File: config.mk
export PLATFORM = sky130hd
export DESIGN_NAME = capture_fifo_reader
export DESIGN_NICKNAME = d
export VERILOG_FILES = /design/src/rtl/capture_fifo_reader.sv
export SDC_FILE = /design/constraint.sdc
export NUM_CORES = 1
export LEC_CHECK = 0
export ABC_AREA = 1
export ABC_CLOCK_PERIOD_IN_PS = 8100
export CAP_MARGIN = 20
export CORE_AREA = 2 2 249 251
export DETAILED_ROUTE_END_ITERATION = 12
export DIE_AREA = 0 0 251 253
export PLACE_DENSITY_LB_ADDON = 0.1
export SLEW_MARGIN = 40
export SYNTH_ARGS = -nofsm -noshare
export SYNTH_HDL_FRONTEND = slang
export SYNTH_SLANG_ARGS = --single-unit
export TNS_END_PERCENT = 5
File: constraint.sdc
create_clock -name clk -period 8.1 [get_ports clk]
set_clock_uncertainty 0.1 [all_clocks]
set_input_delay 2.025 -clock clk [delete_from_list [all_inputs] [get_ports clk]]
set_output_delay 2.025 -clock clk [all_outputs]
set_load 0.03 [all_outputs]
File: src/rtl/capture_fifo_reader.sv
// Read side of the capture merge FIFO: pops 512-bit lines and unpacks them into
// eight 64-bit records (lane 7 first), optionally dropping all-ones tail padding.
module capture_fifo_reader #(
  parameter logic [63:0] PAD_WORD = 64'hFFFF_FFFF_FFFF_FFFF,
  parameter bit          SKIP_PAD = 1'b1
) (
  input  logic         clk,
  input  logic         rst,
  input  logic [511:0] fifo_dout_i,
  input  logic         fifo_empty_i,
  output logic         fifo_rd_en_o,
  output logic [63:0]  rec_data_o,
  output logic         rec_valid_o,
  input  logic         rec_ready_i,
  output logic         rec_last_o,
  output logic [31:0]  line_cnt_o,
  output logic [31:0]  pad_cnt_o,
  output logic         busy_o
);

  typedef enum logic [1:0] {
    IDLE,
    LOAD,
    UNPACK
  } state_t;

  state_t           state;
  state_t           state_next;
  logic [7:0][63:0] line;
  logic [2:0]       lane;
  logic [2:0]       lane_next;
  logic [31:0]      line_cnt;
  logic [31:0]      pad_cnt;
  logic [63:0]      cur_word;
  logic [63:0]      nxt_word;
  logic             pad;
  logic             line_inc;
  logic             pad_inc;
  logic [3:0]       pad_lanes;

  assign cur_word  = line[lane];
  assign nxt_word  = line[lane - 3'd1];
  assign pad_lanes = {1'b0, lane} + 4'd1;

  always_comb begin
    state_next   = state;
    lane_next    = lane;
    fifo_rd_en_o = 1'b0;
    rec_data_o   = '0;
    rec_valid_o  = 1'b0;
    rec_last_o   = 1'b0;
    pad          = 1'b0;
    line_inc     = 1'b0;
    pad_inc      = 1'b0;
    unique case (state)
      IDLE: begin
        fifo_rd_en_o = !fifo_empty_i && !rst;
        if (fifo_rd_en_o) state_next = LOAD;
      end
      LOAD: begin
        lane_next  = 3'd7;
        line_inc   = 1'b1;
        state_next = UNPACK;
      end
      UNPACK: begin
        pad         = SKIP_PAD && (cur_word == PAD_WORD);
        rec_data_o  = cur_word;
        rec_valid_o = !pad;
        rec_last_o  = rec_valid_o && SKIP_PAD && (lane != 3'd0) && (nxt_word == PAD_WORD);
        if (pad) begin
          // Padding only sits at the tail, so everything from here down is dropped at once.
          pad_inc    = 1'b1;
          state_next = IDLE;
        end else if (rec_ready_i) begin
          if (lane == 3'd0) state_next = IDLE;
          else              lane_next  = lane - 3'd1;
        end
      end
      default: state_next = IDLE;
    endcase
  end

  // NOTE: sequential state uses non-blocking assignments so every register samples
  // the pre-edge values regardless of statement order.
  always_ff @(posedge clk) begin
    if (rst) begin
      state    <= IDLE;
      lane     <= 3'd7;
      line_cnt <= '0;
      pad_cnt  <= '0;
    end else begin
      state <= state_next;
      lane  <= lane_next;
      if (line_inc) line_cnt <= line_cnt + 32'd1;
      if (pad_inc)  pad_cnt  <= pad_cnt + {28'd0, pad_lanes};
    end
  end

  // NOTE: the line register carries no reset; it is only observed in UNPACK, which
  // is always preceded by a LOAD that overwrites it.
  always_ff @(posedge clk) begin
    if (state == LOAD) line <= fifo_dout_i;
  end

  assign line_cnt_o = line_cnt;
  assign pad_cnt_o  = pad_cnt;
  assign busy_o     = (state != IDLE);

endmodule

* Yosys cells after proc, flatten, opt, wreduce, memory -nomap -nowiden *
Index checks and enable logic that the tools add are counted.

operators by class
  order comparisons = 2
  reductions and logical operators = 13
  multiplexer cells = 20
  add/sub/neg operators = 4
  equality and inequality tests = 10

operator list
  kind                                                         number
  binary-select mux 64 bit (select 3 bit)                      2
  2-to-1 mux 64 bit                                            3
  equality test 64 bit (second input constant)                 2
  adder 32 x 1 -> 32 bit (second input constant)               1
  adder 32 x 4 -> 32 bit                                       1
  2-to-1 mux 3 bit                                             3
  less-than comparator 3 x 4 -> 1 bit (second input constant)  2
  2-to-1 mux 2 bit                                             4
  inequality test 2 bit (second input constant)                4
  2-to-1 mux 1 bit                                             6
  inequality test 3 bit (second input constant)                2
  one-hot mux 2 bit (3 select lines)                           1
  one-hot mux 3 bit (2 select lines)                           1
  adder 3 x 1 -> 4 bit (second input constant)                 1
  AND reduction 4 bit                                          1
  nonzero test 2 bit                                           2
  logical AND 1 bit                                            3
  logical NOT 1 bit                                            3
  logical NOT 3 bit                                            1
  AND reduction 3 bit                                          1
  nonzero test 3 bit                                           1
  subtractor 3 x 1 -> 3 bit (second input constant)            1
  equality test 2 x 1 -> 1 bit (second input constant)         1
  equality test 2 bit (second input constant)                  1
  logical NOT 2 bit                                            1

word-level totals
  input port bits = 516
  register bits = 581
  output and inout port bits = 132
  word-level logic and storage cells = 61

* Depth between registers and ports, before layout *
Gate-level depths: netlist of the first run.

  depth in word-level cells = 7
  mapped depth = 18
  depth with buffers taken out = 17

* Least setup slack after synthesis of the first run *
OpenSTA, ideal clock, no wires.

  path type = register to register
  start point = reg state[1]
  end point = reg line_cnt[27] (netlist: line_cnt_o[27])
  arrival = 7792 ps
  data required time = 7887 ps
  setup time = 113 ps
  buffers on the path = 0
  path slack = 95 ps
  cell stages (with the launch flop) = 17
  clock period less this slack = 8005 ps
  path through = dfxtp_1 inv_1 nand2_1 inv_2 nand2_1 nor2_1 nand2_1 nor2_2 nand3_1 nor2_1 nand3_1 inv_1 nand3_1 nor2_1 nand2_1 nor2_1 nor2_1

on the way
  cells in the longest elaborated chain, start to end = 2

ends and longest elaborated chain
  element                       RTL line  RTL
  from (decl)                   27        state_t state;
  from (signal assigned)        92        state <= state_next;
  equality test 2 x 1 -> 1 bit  55        unique case (state)
  2-to-1 mux 1 bit              55
  to (signal assigned)          94        if (line_inc) line_cnt <= line_cnt + 32'd1;
  to (decl)                     32        logic [31:0] line_cnt;

Every way passes these cells.
A chain may end at the register's enable or synchronous reset.

* Worst setup path in the final report of the first run *
  start point = reg lane[1]
  end point = out rec_last_o

on the way
  cells in the longest elaborated chain, start to end = 7
  elaborated cells on any way between the ends = 12
  classes of those cells = add/sub: 1; eq/ne: 2; mux: 5; reduce/logical: 4

ends and longest elaborated chain
  element                                                            RTL line  RTL
  from (decl)                                                        30        logic [2:0] lane;
  from (signal assigned)                                             93        lane <= lane_next;
  branches (longest 5 deep; another with subtractor 3 x 1 -> 3 bit)  --
  logical AND 1 bit (*)                                              69        rec_last_o = rec_valid_o && SKIP_PAD && (lane != 3'd0) && (nxt_word == PAD_WORD);
  2-to-1 mux 1 bit (*)                                               55
  to (decl)                                                          15        output logic rec_last_o,

Mark *: on every way between the ends. The select of a mux whose other input is x is not followed.

==> results.yml, run 1 <==
setup_path:
  cp_top_family: "buffers and inverters"
  arrival_ps: 4570
  crit_required_ps: 5980
  worstSetupPathType: "flip-flop to primary output"
  cp_max_fo: 68
  critPathSlowestCell: "dfxtp_4"
  crit_top_cell: "nand3_1"
  path_cells: "inv_4 -> buf_12 -> ha_1 -> xnor2_1 -> inv_1 -> a21oi_1 -> nand3_1 -> nor2_1 -> nand3_1 -> nand3_1 -> nand2_1 -> nor2_1 -> clkdlybuf4s50_1"
  max_stage_delay_ps: 850
  cp-end-kind: "primary output"
  cp-start-kind: "flip-flop"
  cp.buffers_inverters: 4
cells_and_area:
  final_area_mm2: 0.0366
  nets: 4029
  drive_gt1_share_pct: 4.02
  area_delta_synth_final_pct: 35.3
yosys:
  avgSynthCellArea_um2: 9.34
  synth_most_common_cell: "nand2_1"
  synth_top_area_share_pct: 56.9
  async_reset_ff_share_pct: 0
  yosysSeqAreaShare_pct: 62.0
  synth_area_leader_cell: "edfxtp_1"
  ys_warn_count: 0
  syn_area_mm2: 0.0270
  synthTopCellsByCount: "728 x nand2_1, 512 x edfxtp_1, 424 x inv_1"
  synthCells: 2894
  yosysUniqueCellTypes: 41
  synth_seq_cells: 581
  ys.flop_type: "edfxtp_1"
  synth_edf_count: 512
  syn-num-nets: 3417
  yosys-top-cells-area: "edfxtp_1 57%, nand2_1 10%, nand3_1 5.9%"
clock_tree:
  cts-root-buf: "clkbuf_16"
  cts_sinks: 581
  cts_tree: "done"
  cts.repair.resized: 0
  htreeDepth: 3
  cts-hold-fix-buffers: 0
  path_clk_slew_ps: 60
  clock_latency_ps: 610
  cts-buffers-inserted: 67
  cts.path.max_buffers: 3
  cts_setup_buffers: 0
power:
  p_int_w: 0.00586
  seqPwrFrac_pct: 44.2
  peakVddDrop_mv: 0.175
  sw_frac_of_total_pct: 26.9
  power_frac_comb_pct: 16.1
  p_clk_share_pct: 39.7
  p_per_area_mw_per_mm2: 219
  power_switching_w: 0.00216
  p_leak_nw: 14.3
routing:
  routed_via_density: 5.42
  dr.first_iter.drc_count: 2918
  ant_nets: 0
  via_count: 23700
  drt-pass1-iter-count: 6
  post-route-drc-count: 0
  avgRoutedWirePerCell_um: 23.7
  wl_mm: 104
timing:
  post-route-period-util_pct: 82.6
  holdWs_ps: 362
  setup_violations: 0
  worst_pin_slew_ps: 831
  rsz0062_at_grt: "no"
  final.setup.tns_ps: 0
  drv_slew: 0
  max_freq_mhz: 149
  hold_viol_final: 0
  finalCriticalPeriod_ps: 6690
  setup_ws_ps: 1410
  relSlewSlack_pct: 44.1
global_routing:
  antenna_found_initial: 32
  grt_pass1_wl_mm: 147
  grt_max_degree: 131
  grt-ovfl-total: 0
  grt_pass1_vias: 22600
  grt_usage_pct: 32.0
place:
  placed_area_mm2: 0.0342
  port_buffers: 647
  place_ws_ps: 2090
  place_congestion: 0.969
  hpwlAfterDp_mm: 80.6
floorplan:
  dieArea_mm2: 0.0635
  start_util_pct: 44.3
  core-area_mm2: 0.0610
  die_h_um: 253
  rows: 91
  die-width_um: 251
  pin_count: 648
job:
  maxCapViolations: 0
status:
  outcome: "finished clean"
min_path:
  hold_path.class: "flip-flop to flip-flop"
## cell usage in the layout (no fill, tap or decap), types with 3 or more instances in the layout
cell / n
nor3_1: 52
o32ai_1: 3
o21ai_1: 18
nand3_1: 318
o41ai_1: 6
buf_6: 6
clkinv_8: 3
buf_4: 7
clkinv_1: 8
clkdlybuf4s50_1: 647
clkbuf_16: 68
edfxtp_1: 512
inv_1: 422
o21ai_0: 37
buf_12: 5
nand2_1: 728
ha_1: 6
dfxtp_4: 3
xor2_1: 25
dfxtp_1: 66
inv_6: 3
bufinv_16: 11
a21oi_1: 58
clkbuf_1: 10
xnor2_1: 6
nand4_1: 79
clkinv_2: 11
nor2_1: 312
nor4_1: 56
diode_2: 27
o31ai_1: 3
o21a_1: 3
clkinvlp_4: 8
o211ai_1: 33
inv_2: 3
## power groups by stage
stage                     clock network [W]  registers, W  logic (W)
after global placement                    0       0.00362    0.00123
after CTS                           0.00323       0.00355    0.00127
after global routing                0.00333       0.00356    0.00139
after detailed placement                  0       0.00361    0.00126
after floorplan                           0       0.00359   0.000678
final                               0.00318       0.00355    0.00129
## worst reg2reg max path: cells and delay by family, from the launching register on
family        cells  cell delay, ps
buf+inv           3            1620
flops             1             850
simple gates     13            1970
## through the flow
step	std cells	utilization (%)	total power, W
5_1_grt	4367	59.9	0.00828
4_1_cts	4349	59.8	0.00805
3_5_place_dp	4226	56.0	0.00488
2_1_floorplan	2894	-	0.00427
3_3_place_gp	4223	55.8	0.00486
6_report	4377	59.9	0.00802
## layer usage
| metal | up-vias | wire, µm | track usage (%) |
|---|---|---|---|
| met4 | 18 | 4760 | 15.1 |
| met2 | 1302 | 48600 | 51.4 |
| met5 | - | 130 | 0 |
| li1 | 10900 | - | - |
| met1 | 11200 | 41000 | 41.9 |
| met3 | 222 | 9490 | 6.36 |
## cell type report
cell class                      instances  area (µm²)
Multi-Input combinational cell       1760        8050
Clock buffer                           80        1770
Clock inverter                         43         546
Inverter                              429        1630
Timing Repair Buffer                  667        6750
Tap cell                              790         988
Fill cell                            5224       24500
Antenna cell                           27        67.6
Sequential cell                       581       16800
## state kept, by name (all words and copies together) (netlist names)
name        cells
pad_cnt_o      32
line_cnt_o     32
lane            3
line          512
state           2
## cell families after synthesis
family	after synthesis	share of synthesized area (%)
buffers and inverters	553	8.23
and+or+nand+nor	1556	24.8
DFF	581	62.0
AOI/OAI and AO/OA	166	3.60
xor gates and xnor gates	31	1.00
adders and majority gates	7	0.352
## path summary, 6_finish.rpt
| path | depth (start not counted) | start | to | slack, ps |
|---|---|---|---|---|
| setup reg to reg | 16 | lane[1]$_SDFFE_PP1P_ | pad_cnt_o[3]$_SDFFE_PP0P_ | 3440 |
| hold / removal | 2 | line_cnt_o[30]$_SDFFE_PP0P_ | line_cnt_o[30]$_SDFFE_PP0P_ | 360 |
| hold reg to reg | 2 | line_cnt_o[30]$_SDFFE_PP0P_ | line_cnt_o[30]$_SDFFE_PP0P_ | 360 |
| setup / recovery | 13 | lane[1]$_SDFFE_PP1P_ | rec_last_o | 1410 |
Power figures use the tool's default switching activity.
==> run 2: changes to the inputs <==
--- a/config.mk
+++ b/config.mk
@@ -6,11 +6,11 @@
 export NUM_CORES = 1
 export LEC_CHECK = 0
 export ABC_AREA = 1
-export ABC_CLOCK_PERIOD_IN_PS = 8100
+export ABC_CLOCK_PERIOD_IN_PS = 6200
 export CAP_MARGIN = 20
-export CORE_AREA = 2 2 249 251
+export CORE_AREA = 2 2 250 252
 export DETAILED_ROUTE_END_ITERATION = 12
-export DIE_AREA = 0 0 251 253
+export DIE_AREA = 0 0 252 254
 export PLACE_DENSITY_LB_ADDON = 0.1
 export SLEW_MARGIN = 40
 export SYNTH_ARGS = -nofsm -noshare
==> constraint.sdc (replaced) <==
create_clock -name clk -period 6.2 [get_ports clk]
set_clock_uncertainty 0.1 [all_clocks]
set_input_delay 1.55 -clock clk [delete_from_list [all_inputs] [get_ports clk]]
set_output_delay 1.55 -clock clk [all_outputs]
set_load 0.03 [all_outputs]
==> results.yml, run 2 (synthesized netlist as in run 1, its figures left out) <==
setup_path:
  max_stage_delay_ps: 800
  critPathSlowestCell: "dfxtp_4"
  worstSetupPathType: "flip-flop to primary output"
  rrSetupSlack_ps: 2150
  worstRegToRegCells: 16
  cp_max_fo: 57
  cp-end-kind: "primary output"
  path_cells: "buf_4 -> nor2_1 -> nor2_1 -> nand2_1 -> nand3_1 -> nand2_1 -> nor2_1 -> nand2_1 -> nor2_1 -> nand2_1 -> nor2_4 -> nand2_1 -> nand2_1 -> nor2_1 -> clkdlybuf4s50_1"
  crit_end: "rec_last_o"
  cp-start-kind: "flip-flop"
  crit_top_cell: "nand2_1"
  crit_required_ps: 4550
  arrival_ps: 4300
  timing.rr.end: "pad_cnt_o[13]$_SDFFE_PP0P_"
  cp-startpoint: "lane[0]$_SDFFE_PP1P_"
  rr_startpoint: "lane[1]$_SDFFE_PP1P_"
clock_tree:
  cts_tree: "done"
  cts-root-buf: "clkbuf_16"
  clock_latency_ps: 620
  htreeDepth: 3
  cts-buffers-inserted: 67
  cts_sinks: 581
  cts.path.max_buffers: 3
  path_clk_slew_ps: 60
  cts_setup_buffers: 0
  cts.repair.resized: 0
  cts-hold-fix-buffers: 0
floorplan:
  start_util_pct: 44.1
  die-width_um: 252
  die_h_um: 254
  rows: 91
  core-area_mm2: 0.0613
  pin_count: 648
  dieArea_mm2: 0.0640
cells_and_area:
  final_common_cell: "nand2_1"
  area_delta_synth_final_pct: 34.7
  nets: 4044
  final_area_mm2: 0.0364
  final_cell_mix: "728 x nand2_1, 647 x clkdlybuf4s50_1, 512 x edfxtp_1, 422 x inv_1, 318 x nand3_1"
  largest_reg_flops: 512
  regMostFlops: "line"
  drive_gt1_share_pct: 4.03
place:
  port_buffers: 647
  hpwlAfterDp_mm: 79.5
  place_congestion: 0.992
  placed_area_mm2: 0.0342
power:
  peakVddDrop_mv: 0.188
  p_leak_nw: 14.3
  p_per_area_mw_per_mm2: 277
global_routing:
  grt-ovfl-total: 0
  antenna_found_initial: 23
  grt_max_degree: 158
  grt_usage_pct: 31.3
  grt_pass1_wl_mm: 145
  grt_pass1_vias: 22700
routing:
  drt-pass1-iter-count: 7
  ant_nets: 0
  wl_mm: 103
  post-route-drc-count: 0
  dr.first_iter.drc_count: 3179
  via_count: 23900
  routed_via_density: 5.45
  avgRoutedWirePerCell_um: 23.5
min_path:
  hold_path.class: "flip-flop to flip-flop"
timing:
  hold_viol_final: 0
  finalCriticalPeriod_ps: 5950
  post-route-period-util_pct: 96.0
  max_freq_mhz: 168
  worst_pin_slew_ps: 843
  relSlewSlack_pct: 43.8
  rsz0062_at_grt: "no"
  final.setup.tns_ps: 0
  setup_violations: 0
  drv_slew: 0
status:
  outcome: "finished clean"
job:
  maxCapViolations: 0
## run 2: how the worst min path moves through the flow
stage | from | to | cells past startpoint
after floorplan | line_cnt_o[30]$_SDFFE_PP0P_ | line_cnt_o[30]$_SDFFE_PP0P_ | 2
after global placement | line_cnt_o[30]$_SDFFE_PP0P_ | line_cnt_o[30]$_SDFFE_PP0P_ | 2
after detailed placement | line_cnt_o[30]$_SDFFE_PP0P_ | line_cnt_o[30]$_SDFFE_PP0P_ | 2
after CTS | line_cnt_o[30]$_SDFFE_PP0P_ | line_cnt_o[30]$_SDFFE_PP0P_ | 2
after global routing | line_cnt_o[30]$_SDFFE_PP0P_ | line_cnt_o[30]$_SDFFE_PP0P_ | 2
final | line_cnt_o[30]$_SDFFE_PP0P_ | line_cnt_o[30]$_SDFFE_PP0P_ | 2
## run 2: cell type report
| type | instances | area (µm²) |
|---|---|---|
| sequential | 581 | 16800 |
| antenna | 21 | 52.6 |
| inverter | 429 | 1640 |
| clock inverter | 34 | 267 |
| fill | 5264 | 24900 |
| clock buffer | 83 | 1780 |
| multi-input combinational | 1760 | 8070 |
| tap | 790 | 988 |
| timing repair buffer | 682 | 6840 |
## run 2: stage by stage
step	utilization, %	instances	total power [W]	setup slack (ps)	hold WS, ps
2_1_floorplan	-	2894	0.00555	548	480
3_3_place_gp	55.9	4240	0.00636	841	348
3_5_place_dp	55.9	4240	0.00637	880	363
4_1_cts	59.2	4357	0.0101	217	372
5_1_grt	59.4	4378	0.0104	1.89	392
6_report	59.4	4380	0.0101	248	371
## run 2: critical path, delay by kind of cell (launching register included)
family,cells,cell delay [ps]
buffers and inverters,2,1210
DFF,1,800
and+or+nand+nor,13,1640
## run 2: report_power, final
part | total (W) | switching (W) | internal [W] | leakage (nW)
registers | 0.00462 | 0.000119 | 0.00450 | 5.28
clock network | 0.00378 | 0.00161 | 0.00216 | 1.00
logic | 0.00170 | 0.00105 | 0.000650 | 8.02
## run 2: per-layer routing
layer,part of all wire (%),track usage (%),up-vias
met5,0.034,0,-
met2,47,49.7,1432
li1,-,-,10900
met1,40,41.5,11300
met3,8.7,5.94,231
met4,4.3,14.4,6
